File: src/rtl/alu_src_if.sv
// Handshake and decoded operand-B bundle between the instruction source, alu_src_ctrl and its consumer.
// slave = the alu_src_ctrl side, master = the side driving instructions and consuming results.
interface alu_src_if;
    logic        in_valid;
    logic        in_ready;
    logic [31:0] instr;
    logic        out_valid;
    logic        out_ready;
    logic        alu_src;
    logic [63:0] imm_ext;
    logic        illegal;

    modport slave (
        input  in_valid, instr, out_ready,
        output in_ready, out_valid, alu_src, imm_ext, illegal
    );

    modport master (
        output in_valid, instr, out_ready,
        input  in_ready, out_valid, alu_src, imm_ext, illegal
    );
endinterface

File: src/rtl/alu_src_ctrl.sv
// One-entry registered decode stage producing the LEGv8 operand-B mux select and extended immediate.
// Optional MOVZ decode is enabled with `define ALU_SRC_MOVZ_EN.
module alu_src_ctrl (
    input  logic       clk,
    input  logic       rst_n,
    alu_src_if.slave   bus
);
    typedef enum logic {EMPTY, FULL} state_t;

    state_t      state, state_nxt;
    logic        accept, drain;
    logic        dec_alu_src, dec_illegal;
    logic [63:0] dec_imm;
    logic        alu_src_q, illegal_q;
    logic [63:0] imm_q;
    logic        unused_instr;

    // Rd/Rt field never affects operand-B selection.
    assign unused_instr = ^bus.instr[4:0];

    assign bus.in_ready  = (state == EMPTY) | bus.out_ready;
    assign bus.out_valid = (state == FULL);
    assign accept        = bus.in_valid & bus.in_ready;
    assign drain         = bus.out_valid & bus.out_ready;

    // Decode in priority order: widest opcode field wins.
    always_comb begin
        dec_alu_src = 1'b1;
        dec_imm     = '0;
        dec_illegal = 1'b0;
        if (bus.instr[31:21] == 11'b10001011000 || bus.instr[31:21] == 11'b11001011000 ||
            bus.instr[31:21] == 11'b10001010000 || bus.instr[31:21] == 11'b10101010000) begin
            dec_alu_src = 1'b1;
        end else if (bus.instr[31:21] == 11'b11111000010 || bus.instr[31:21] == 11'b11111000000) begin
            dec_alu_src = 1'b0;
            dec_imm     = {{55{bus.instr[20]}}, bus.instr[20:12]};
        end else if (bus.instr[31:22] == 10'b1001000100 || bus.instr[31:22] == 10'b1101000100 ||
                     bus.instr[31:22] == 10'b1001001000 || bus.instr[31:22] == 10'b1011001000) begin
            dec_alu_src = 1'b0;
            dec_imm     = {52'b0, bus.instr[21:10]};
        end
`ifdef ALU_SRC_MOVZ_EN
        else if (bus.instr[31:23] == 9'b110100101) begin
            dec_alu_src = 1'b0;
            dec_imm     = {48'b0, bus.instr[20:5]} << {bus.instr[22:21], 4'b0000};
        end
`endif
        else if (bus.instr[31:24] == 8'b10110100) begin
            dec_alu_src = 1'b1;
            dec_imm     = {{45{bus.instr[23]}}, bus.instr[23:5]};
        end else if (bus.instr[31:26] == 6'b000101) begin
            dec_alu_src = 1'b0;
            dec_imm     = {{38{bus.instr[25]}}, bus.instr[25:0]};
        end else begin
            dec_illegal = 1'b1;
        end
    end

    always_comb begin
        state_nxt = state;
        case (state)
            EMPTY:   if (accept) state_nxt = FULL;
            FULL:    if (drain && !accept) state_nxt = EMPTY;
            default: state_nxt = EMPTY;
        endcase
    end

    always_ff @(posedge clk or negedge rst_n) begin
        if (!rst_n) state <= EMPTY;
        else        state <= state_nxt;
    end

    // Payload only moves on accept, so it holds while FULL and stalled.
    always_ff @(posedge clk or negedge rst_n) begin
        if (!rst_n) begin
            alu_src_q <= 1'b1;
            imm_q     <= '0;
            illegal_q <= 1'b0;
        end else if (accept) begin
            alu_src_q <= dec_alu_src;
            imm_q     <= dec_imm;
            illegal_q <= dec_illegal;
        end
    end

    assign bus.alu_src = alu_src_q;
    assign bus.imm_ext = imm_q;
    assign bus.illegal = illegal_q;
endmodule

File: src/flat_wrapper.sv
// flat-port wrapper written by rule: the top's interface ports become plain ports
module alu_src_ctrl_flat 
  (clk, rst_n, bus_in_valid, bus_instr, bus_out_ready, bus_in_ready, bus_out_valid, bus_alu_src, bus_imm_ext, bus_illegal);
  alu_src_if bus_i ();
  input  logic clk;
  input  logic rst_n;
  input wire logic [$bits(bus_i.in_valid)-1:0] bus_in_valid;
  input wire logic [$bits(bus_i.instr)-1:0] bus_instr;
  input wire logic [$bits(bus_i.out_ready)-1:0] bus_out_ready;
  output wire logic [$bits(bus_i.in_ready)-1:0] bus_in_ready;
  output wire logic [$bits(bus_i.out_valid)-1:0] bus_out_valid;
  output wire logic [$bits(bus_i.alu_src)-1:0] bus_alu_src;
  output wire logic [$bits(bus_i.imm_ext)-1:0] bus_imm_ext;
  output wire logic [$bits(bus_i.illegal)-1:0] bus_illegal;
  assign bus_i.in_valid = bus_in_valid;
  assign bus_i.instr = bus_instr;
  assign bus_i.out_ready = bus_out_ready;
  assign bus_in_ready = bus_i.in_ready;
  assign bus_out_valid = bus_i.out_valid;
  assign bus_alu_src = bus_i.alu_src;
  assign bus_imm_ext = bus_i.imm_ext;
  assign bus_illegal = bus_i.illegal;
  alu_src_ctrl u_core (.clk(clk), .rst_n(rst_n), .bus(bus_i));
endmodule
File: config.mk
export PLATFORM = sky130hd
export DESIGN_NAME = alu_src_ctrl_flat
export DESIGN_NICKNAME = d
export VERILOG_FILES = /design/src/rtl/alu_src_if.sv /design/src/rtl/alu_src_ctrl.sv /design/src/flat_wrapper.sv
export SDC_FILE = /design/constraint.sdc
export NUM_CORES = 1
export LEC_CHECK = 0
export BUFFER_PORTS_ARGS = -buffer_cell sky130_fd_sc_hd__buf_2
export CAP_MARGIN = 40
export CORE_ASPECT_RATIO = 0.75
export CORE_MARGIN = 1
export CORE_UTILIZATION = 45
export DETAILED_ROUTE_END_ITERATION = 10
export GPL_TIMING_DRIVEN = 0
export PLACE_DENSITY = 0.82
export RECOVER_POWER = 50
export SETUP_SLACK_MARGIN = 0.5
export SYNTH_ARGS = -nofsm -noshare
export SYNTH_HDL_FRONTEND = slang
export SYNTH_SLANG_ARGS = --single-unit
File: constraint.sdc
create_clock -name clk -period 2.09 [get_ports clk]
set_clock_uncertainty 0.05 [all_clocks]
set_input_delay 0.418 -clock clk [delete_from_list [all_inputs] [get_ports clk]]
set_output_delay 0.418 -clock clk [all_outputs]
set_load 0.02 [all_outputs]
==> results by group <==
Route
  • DRT Wirelength: 6520 um
  • Antenna Nets Post-Route: 0
  • Detailed-route DRC error count: 0
  • Avg WL per Cell: 17.2 um
  • Vias per cell: 5.80
  • Via Count: 2200
  • Initial DRC count: 382
  • DRT Pass-1 Iters: 7

Hold path
  • Hold Crit Class: in -> async

Worst setup path
  • Max FO, Critical Path: 20
  • Crit path launch: u_core.bus.imm_ext[62]$_DFFE_PN0P_
  • Critical path arrival: 1250 ps
  • Worst Setup Start Kind: flip-flop
  • CP Cell Sequence: buf_6 -> buf_4 -> buf_2
  • Slowest cell on crit path: dfrtp_4
  • Worst R2R End: u_core.bus.imm_ext[7]$_DFFE_PN0P_
  • CP Capture Type: primary output
  • RR Startpoint: u_core.bus.out_valid$_DFF_PN0_
  • WP data required: 1620 ps
  • Worst setup endpoint: bus_imm_ext[57]
  • Reg2Reg Setup Slack: 440 ps
  • Setup CP Type: reg -> out
  • Critical Path Max Stage Delay: 500 ps
  • Reg2Reg Depth: 6

STA
  • Final hold violations: 0
  • Actual slew at the worst max-slew pin: 685 ps
  • Tcrit/Tclk final: 0.823
  • # setup viols final: 0
  • Achievable Freq: 581 MHz
  • RSZ-0062 raised after global routing: true
  • Final slew viol count: 0
  • Tmin final: 1720 ps
  • Rel. slew slack: 0.544
  • Setup TNS Final: 0 ps

Synthesis
  • Area leader, netlist: dfrtp_1
  • Ys Warns: 0
  • Post-Syn Nets: 231
  • Synth Area per Inst: 9.64 um2
  • Synthesis-stage register bit count: 29
  • Syn Std Cell Area: 1880 um2
  • Synth unique cells: 40
  • Synth top area share: 0.373
  • Syn Inst Count: 195
  • Ranking of synthesized cells by area: dfrtp_1, buf_4, a222oi_1
  • Sequential fraction of the synthesis area: 0.387

Clock tree
  • Total CTS buffers: 5
  • CTS tree: done
  • Clock-pin slew on the worst setup and hold paths: 70 ps
  • Clock insertion delay at the later pin of the skew report: 280 ps
  • CTS Sinks: 29
  • H-tree levels: 2
  • Clock Root Buffer: clkbuf_8
  • Maximum clock path buffer count: 2

Layout
  • Layout cells sized above 1: 0.511
  • Most common cell after layout, fill and taps aside: buf_2
  • Syn-to-layout area delta: 56.4%
  • Diode count: 0
  • # fillers: 278
  • Most frequent cells in the layout: buf_2, buf_4, clkbuf_1
  • Multi-input gate area: 827 um2
  • Layout net count: 362
  • Final core utilization: 0.768
  • Register Area: 731 um2

Status
  • Status: finished, final reports clean

GRT
  • Initial antenna violation count: 0
  • First-pass GRT wire length: 9410 um
  • Number of global-route vias before repair: 1885
  • GRT Total Usage: 0.276
  • GRT overflow: 0
  • Largest net degree at the start of global routing: 30

Place
  • Gpl congestion: 0.848
  • DPL Wire Length: 4120 um
  • Buffers on Ports: 102

Die
  • Initial core utilization: 0.491
  • IO Pins: 104
  • Die Wd: 76.6 um
  • Row cnt: 19
  • Die ar.: 4440 um2
  • Die Ht: 58.0 um
  • Total core area: 3830 um2

Power and ir drop
  • Power density over the cells: 452 nW/um2
  • Peak VDD IR: 0.490 mV
  • Leak: 1.50 nW

Flow run
  • Max cap viols: 0
==> metrics by stage <==
step                area, um2  cells  worst slack (ps)  hold WS [ps]  power [W]
finish                   2940    379               369           114    0.00133
global route             2940    379               335           161    0.00137
CTS                      2800    371               392           121    0.00131
detailed placement       2500    349             -52.4           422   0.000848
global placement         2500    349              14.3           415   0.000844
floorplan                1930    195               319          72.4   0.000732
==> power breakdown <==
group | internal [W] | total (W) | switching (W)
combinational | 0.000108 | 0.000275 | 0.000166
clock | 0.000229 | 0.000459 | 0.000230
sequential | 0.000583 | 0.000595 | 0.0000120
total | 0.000921 | 0.00133 | 0.000408
==> area by class of cell <==
class | instances | area share
Multi-Input combinational cell | 111 | 0.281
Timing Repair Buffer | 124 | 0.268
Sequential cell | 29 | 0.249
Buffer | 53 | 0.148
Clock buffer | 5 | 0.0234
Tap cell | 52 | 0.0221
Clock inverter | 3 | 0.00596
Inverter | 2 | 0.00255
==> registers in the layout, summed over array words and instances (netlist names) <==
register / flops
u_core.bus.illegal: 1
u_core.bus.imm_ext: 26
u_core.bus.out_valid: 1
u_core.bus.alu_src: 1
==> cell usage after synthesis <==
library cell	number
nand4_1	1
a32oi_1	6
nand3_1	8
a211o_1	1
a21o_1	1
a311oi_1	1
dfstp_2	1
o211ai_1	6
buf_4	39
dfrtp_1	28
and2_1	3
o21ai_1	3
nor3_1	1
nor4_1	1
nand2_1	16
o22a_1	1
clkbuf_1	9
o21ai_0	2
nand4bb_1	1
a21oi_1	5
buf_6	1
nand2b_1	6
and4bb_1	1
o22ai_1	5
or3b_2	1
a22o_1	4
and4bb_2	2
mux2i_1	1
a21boi_1	1
and3_1	2
nor2b_1	1
a2111oi_4	1
or3b_1	1
buf_2	4
a22oi_1	1
nor4b_2	1
nor2_1	7
o221ai_1	3
a222oi_1	16
inv_1	2
==> critical path, delay by kind of cell, from the launching register on <==
family | cells | cell delay [ps]
DFF | 1 | 500
buffers and inverters | 3 | 460
==> per-layer routing <==
layer	part of all wire	up-vias	wire length (um)	global-route usage
li1	-	976	-	-
met1	0.41	1041	2670	0.375
met2	0.46	162	3010	0.445
met3	0.11	21	732	0.0709
met4	0.016	0	107	0.0714
met5	0	-	0	0
==> repair_timing <==
action,in CTS,in global routing
gates resized for setup,33,22
gates cloned,1,3
pin swaps,22,13
hold buffers,0,0
buffers inserted,13,5
endpoints found under the setup margin,65,64
==> worst min path at each step <==
| stage | slack [ps] | start | cells after the start | end |
|---|---|---|---|---|
| after floorplan | 70 | rst_n | 0 | u_core.bus.illegal$_DFFE_PN0P_ |
| after global placement | 410 | u_core.bus.imm_ext[12]$_DFFE_PN0P_ | 2 | u_core.bus.imm_ext[12]$_DFFE_PN0P_ |
| after detailed placement | 420 | u_core.bus.imm_ext[24]$_DFFE_PN0P_ | 2 | u_core.bus.imm_ext[24]$_DFFE_PN0P_ |
| after CTS | 120 | rst_n | 1 | u_core.bus.imm_ext[6]$_DFFE_PN0P_ |
| after global routing | 160 | rst_n | 1 | u_core.bus.imm_ext[19]$_DFFE_PN0P_ |
| final | 110 | rst_n | 1 | u_core.bus.imm_ext[6]$_DFFE_PN0P_ |
==> cell families (layout without fill, tap and decap cells) <==
family	Yosys count	count (layout)	share of synthesized area
multiplexers	1	1	0.00533
flip-flops	29	29	0.387
buffers and inverters	55	187	0.194
AND/OR/NAND/NOR	53	53	0.160
AO/OA/AOI/OAI	57	57	0.254
No activity file was read; power rests on OpenSTA's default activity.
